--- src/rtl/dmx8_pkg.sv ---
// dmx8_pkg: shared constants and types for the dmx8_frame deserializer.
//   NUM_CH    - channels per frame
//   SEL_W     - width of the channel index
//   ERR_CNT_W - width of the optional error counter
//   state_t   - frame collection state
package dmx8_pkg;

  localparam int unsigned NUM_CH    = 8;
  localparam int unsigned SEL_W     = 3;
  localparam int unsigned ERR_CNT_W = 8;

  typedef enum logic {
    IDLE,
    COLLECT
  } state_t;

endpackage

--- src/rtl/dmx8_dec.sv ---
// dmx8_dec: combinational 3-to-8 one-hot write-enable decoder.
// This is the inverse of the 8-to-1 select tree on the serializing side.
// Ports:
//   sel - channel index to enable
//   en  - accept condition; all enables are low when en is low
//   we  - one-hot write enables, we[sel] = en
module dmx8_dec
  import dmx8_pkg::*;
(
  input  logic [SEL_W-1:0]  sel,
  input  logic              en,
  output logic [NUM_CH-1:0] we
);

  always_comb begin
    we      = '0;
    we[sel] = en;
  end

endmodule

--- src/rtl/dmx8_frame.sv ---
// dmx8_frame: time-multiplexed 1-to-8 demultiplexer / deserializer.
// Collects eight valid beats (first beat flagged by sof_in) into shadow
// registers, then loads y0..y7 atomically on the channel-7 beat.
// Optional macro DMX8_ERR_CNT_EN adds a saturating err_cnt output that
// counts aborts (sof while collecting) and orphan beats (non-sof in IDLE).
// Ports:
//   clk, reset   - clock, synchronous active-high reset
//   d_in         - serialized channel data (WIDTH bits)
//   valid_in     - d_in carries a beat this cycle
//   sof_in       - beat is channel 0 (start of frame)
//   y0..y7       - registered channel outputs, updated on frame completion
//   frame_valid  - one-cycle pulse when y0..y7 were just loaded
//   sel          - channel index the next non-sof beat will be written to
//   busy         - high while a frame is partially collected
//   err_cnt      - (DMX8_ERR_CNT_EN only) saturating error counter
module dmx8_frame
  import dmx8_pkg::*;
#(
  parameter int unsigned WIDTH = 1
) (
  input  logic             clk,
  input  logic             reset,
  input  logic [WIDTH-1:0] d_in,
  input  logic             valid_in,
  input  logic             sof_in,
  output logic [WIDTH-1:0] y0,
  output logic [WIDTH-1:0] y1,
  output logic [WIDTH-1:0] y2,
  output logic [WIDTH-1:0] y3,
  output logic [WIDTH-1:0] y4,
  output logic [WIDTH-1:0] y5,
  output logic [WIDTH-1:0] y6,
  output logic [WIDTH-1:0] y7,
  output logic             frame_valid,
  output logic [SEL_W-1:0] sel,
  output logic             busy
`ifdef DMX8_ERR_CNT_EN
  ,
  output logic [ERR_CNT_W-1:0] err_cnt
`endif
);

  state_t           state;
  // Channel 7 is never stored: it goes straight to y7 on completion.
  logic [WIDTH-1:0] shadow [NUM_CH-1];

  logic [SEL_W-1:0]  wr_sel;
  logic              wr_en;
  logic [NUM_CH-1:0] we;
  logic              complete;

  // A sof beat always lands in channel 0; otherwise the tracked sel is used.
  // In COLLECT a non-sof beat enables we[sel]; we[7] is therefore exactly the
  // frame-completion strobe.
  assign wr_sel   = sof_in ? '0 : sel;
  assign wr_en    = valid_in & (sof_in | (state == COLLECT));
  assign complete = we[NUM_CH-1];

  dmx8_dec u_dec (
    .sel (wr_sel),
    .en  (wr_en),
    .we  (we)
  );

  assign busy = (state == COLLECT);

  always_ff @(posedge clk) begin
    if (reset) begin
      state       <= IDLE;
      sel         <= '0;
      frame_valid <= 1'b0;
      for (int unsigned i = 0; i < NUM_CH - 1; i++) shadow[i] <= '0;
      y0 <= '0; y1 <= '0; y2 <= '0; y3 <= '0;
      y4 <= '0; y5 <= '0; y6 <= '0; y7 <= '0;
    end else begin
      frame_valid <= 1'b0;
      for (int unsigned i = 0; i < NUM_CH - 1; i++) begin
        if (we[i]) shadow[i] <= d_in;
      end
      case (state)
        IDLE: begin
          if (valid_in && sof_in) begin
            sel   <= SEL_W'(1);
            state <= COLLECT;
          end
        end
        COLLECT: begin
          if (valid_in) begin
            if (sof_in) begin
              sel <= SEL_W'(1);
            end else if (complete) begin
              y0 <= shadow[0]; y1 <= shadow[1]; y2 <= shadow[2];
              y3 <= shadow[3]; y4 <= shadow[4]; y5 <= shadow[5];
              y6 <= shadow[6]; y7 <= d_in;
              frame_valid <= 1'b1;
              sel         <= '0;
              state       <= IDLE;
            end else begin
              sel <= sel + SEL_W'(1);
            end
          end
        end
        default: begin
          state <= IDLE;
          sel   <= '0;
        end
      endcase
    end
  end

`ifdef DMX8_ERR_CNT_EN
  logic err_evt;
  assign err_evt = valid_in & ((state == IDLE) ? ~sof_in : sof_in);

  always_ff @(posedge clk) begin
    if (reset) begin
      err_cnt <= '0;
    end else if (err_evt && (err_cnt != '1)) begin
      err_cnt <= err_cnt + ERR_CNT_W'(1);
    end
  end
`else
  // No error counter in this build.
`endif

endmodule

--- config.mk ---
export PLATFORM = sky130hd
export DESIGN_NAME = dmx8_frame
export DESIGN_NICKNAME = d
export VERILOG_FILES = /design/src/rtl/dmx8_pkg.sv /design/src/rtl/dmx8_dec.sv /design/src/rtl/dmx8_frame.sv
export SDC_FILE = /design/constraint.sdc
export NUM_CORES = 1
export LEC_CHECK = 0
export CORE_ASPECT_RATIO = 1.4
export CORE_MARGIN = 2
export CORE_UTILIZATION = 45
export DETAILED_ROUTE_END_ITERATION = 8
export PLACE_DENSITY = 0.73
export SETUP_SLACK_MARGIN = 0.02
export SLEW_MARGIN = 40
export SYNTH_ARGS = -nofsm -noshare
export SYNTH_HDL_FRONTEND = slang
export SYNTH_SLANG_ARGS = --single-unit
--- constraint.sdc ---
create_clock -name clk -period 1.5 [get_ports clk]
set_clock_uncertainty 0.05 [all_clocks]
set_input_delay 0.225 -clock clk [delete_from_list [all_inputs] [get_ports clk]]
set_output_delay 0.225 -clock clk [all_outputs]
set_load 0.02 [all_outputs]
==> results by group <==
STA
  – Slew Limit Fails: 0
  – Worst-Margin Slew: 0.277 ns
  – RSZ-0062 raised after global routing: no
  – Max-slew headroom at the worst pin: 81.4%
  – Fmax: 715 MHz
  – Tmin final: 1.40 ns
  – Period utilization: 93.2%
  – Final setup violation count: 0
  – Setup ws final: 0.102 ns
  – Final hold violations: 0

GRT
  – Initial antenna violation count: 0
  – Met2 usage: 29.2%
  – First-pass GRT wire length: 3.15 mm
  – Grt met3 use: 2.15%
  – Vias in the first global route: 733
  – Largest net degree at the start of global routing: 15
  – Top Usage Layer GRT: met2
  – Met1 GRT Util: 19.8%
  – Grt total ovfl: 0
  – Total GRT Usage: 16.7%

Worst setup path
  – Critical Path RT: 1.48 ns
  – Crit path DAT: 1.37 ns
  – CP Class: flip-flop to flip-flop
  – Worst Setup End Kind: flip-flop
  – Startpoint types: flip-flop
  – Max FO, Critical Path: 9

Clock tree
  – CTS Hold Bufs: 0
  – CTS Buf Count: 3
  – Htree depth: 1
  – Clk pin slew, worst setup/hold paths: 0.11 ns
  – Clock sinks: 20
  – CTS Buffer Depth: 2
  – CTS tree: done
  – Number of buffers added for setup after CTS: 0
  – Clock Latency Late Sink: 0.30 ns
  – CTS root buf: clkbuf_4

Drt
  – Drt first pass iters: 4
  – Vias: 720
  – Final WL: 1.72 mm
  – WL/cell: 12.7 µm
  – Post-DRT Antenna Nets: 0
  – Drc violations: 0
  – Drt via density: 5.29
  – Initial drt markers: 16

Cells and area
  – N_diodes: 0
  – Most common cell after layout, fill and taps aside: nand2b_1
  – Share of post-route cells with drive strength above 1: 17.4%
  – Most frequent cells in the layout: 16 x nand2b_1, 14 x dlygate4sd2_1, 11 x dfxtp_1
  – Area grow syn2layout: 28.0%
  – Fill cell count: 190
  – Nets: 122

Die
  – Row count: 19
  – Die Height: 58.4 µm
  – Die area: 0.00250 mm²
  – Initial core utilization: 48.3%
  – Die X: 42.9 µm
  – Top Ports: 18
  – Core ar.: 0.00197 mm²

Pwr
  – PD cells: 908 mW/mm²
  – Overall power: 0.00111 W
  – Lkg Pwr: 0.506 nW
  – VDD IR-drop max: 0.617 mV

Logic synthesis
  – Yosys top cell area share: 27.3%
  – Post-Syn Area: 952 µm²
  – Syn_area_per_cell: 10.6 µm²
  – Cell variety after synth: 26
  – Yosys reg bits: 20
  – Synth area leaders: dfxtp_1 27%, edfxtp_1 22%, nand2b_1 11%, mux2i_1 8.4%, o21bai_1 5.5%
  – Number of synthesized flops with an enable pin: 7
  – Post-synth top area cell: dfxtp_1
  – Post-synthesis sequential area ratio: 49.4%
  – Post-Synthesis Cells: 90
  – Synth Net Count: 96
  – Top_reg_cell synth: dfxtp_1
  – Fraction of registers with async set/reset: 0%
  – Synth warn: 0

Placement
  – Gpl congestion: 0.797
  – Dpl ws: -0.312 ns
  – Input/output buffers: 17
  – Hpwl dp: 1.30 mm

Outcome
  – Outcome: completed

Job
  – Max-Cap Viols: 0

Hold path
  – Hold crit path type: flip-flop to flip-flop
## synthesized netlist by cell type (2+ instances only)
master	n
edfxtp_1	7
o21ai_0	2
nand2b_1	16
mux2i_1	8
a21oi_1	2
nor3_1	5
or3b_2	2
o21bai_1	7
dfxtp_1	13
clkbuf_1	3
inv_1	4
a211oi_1	2
nor2_1	6
## per-layer routing
metal	wire length [µm]	share of wire, %
met5	0	0
met4	46	2.7
met3	64	3.7
met2	872	51
met1	736	43
## final timing paths
kind | start | endpoint | slack [ns] | cells after the start
worst min register to register | y4$_SDFFE_PP0P_ | y4$_SDFFE_PP0P_ | 0.43 | 2
worst max register to register | sel[2]$_SDFFE_PP0P_ | shadow[5]$_DFFE_PP_ | 0.10 | 2
worst min-delay path | y4$_SDFFE_PP0P_ | y4$_SDFFE_PP0P_ | 0.43 | 2
worst max-delay path | sel[2]$_SDFFE_PP0P_ | shadow[5]$_DFFE_PP_ | 0.10 | 2
## worst max-delay path, stage by stage, from the launching register on
cell	delay (ns)
dfxtp_4	0.41
or3b_2	0.50
o21bai_1	0.16
## registers in the layout (all words and copies together), names as in the netlist
register,flops
y6,1
shadow,7
y4,1
y0,1
y7,1
busy,1
y2,1
y5,1
frame_valid,1
y1,1
sel,3
y3,1
## kinds of logic (layout without fill, tap and decap cells)
| family | count (synthesis) | count (layout) | synth area share (%) |
|---|---|---|---|
| AO/OA/AOI/OAI | 15 | 15 | 10.6 |
| multiplexers | 8 | 8 | 8.41 |
| AND/OR/NAND/NOR | 37 | 37 | 24.2 |
| adder cells (fa/ha/maj) | 1 | 1 | 1.31 |
| buffers and inverters | 9 | 34 | 6.04 |
| flip-flops | 20 | 20 | 49.4 |
## area by class of cell
type / count / area, µm² / share of cell area [%]
clock inverter: 1 / 30.0 / 2.46
sequential: 20 / 478 / 39.2
multi-input combinational: 61 / 427 / 35.0
timing repair buffer: 26 / 220 / 18.1
clock buffer: 3 / 22.5 / 1.85
inverter: 4 / 15.0 / 1.23
tap: 21 / 26.3 / 2.16
## power by group
part / internal, W / switching (W)
combinational: 0.0000480 / 0.0000441
sequential: 0.000570 / 0.00000802
clock: 0.000270 / 0.000166
## stage by stage
| step | setup TNS [ns] | instances | cell area, µm² | util, % | hold WS [ns] |
|---|---|---|---|---|---|
| finish | 0 | 136 | 1220 | 61.8 | 0.427 |
| global route | 0 | 136 | 1220 | 61.8 | 0.465 |
| CTS | 0 | 136 | 1210 | 61.4 | 0.432 |
| detailed placement | -4.91 | 132 | 1180 | 59.6 | 0.415 |
| global placement | -4.22 | 132 | 1180 | 59.6 | 0.406 |
| floorplan | 0 | 90 | 955 | - | 0.368 |
## repair_timing
action	4_1_cts	5_1_grt
resized for setup	14	3
setup endpoints to repair	14	1
pin swaps	0	1
No activity file was read; power rests on OpenSTA's default activity.
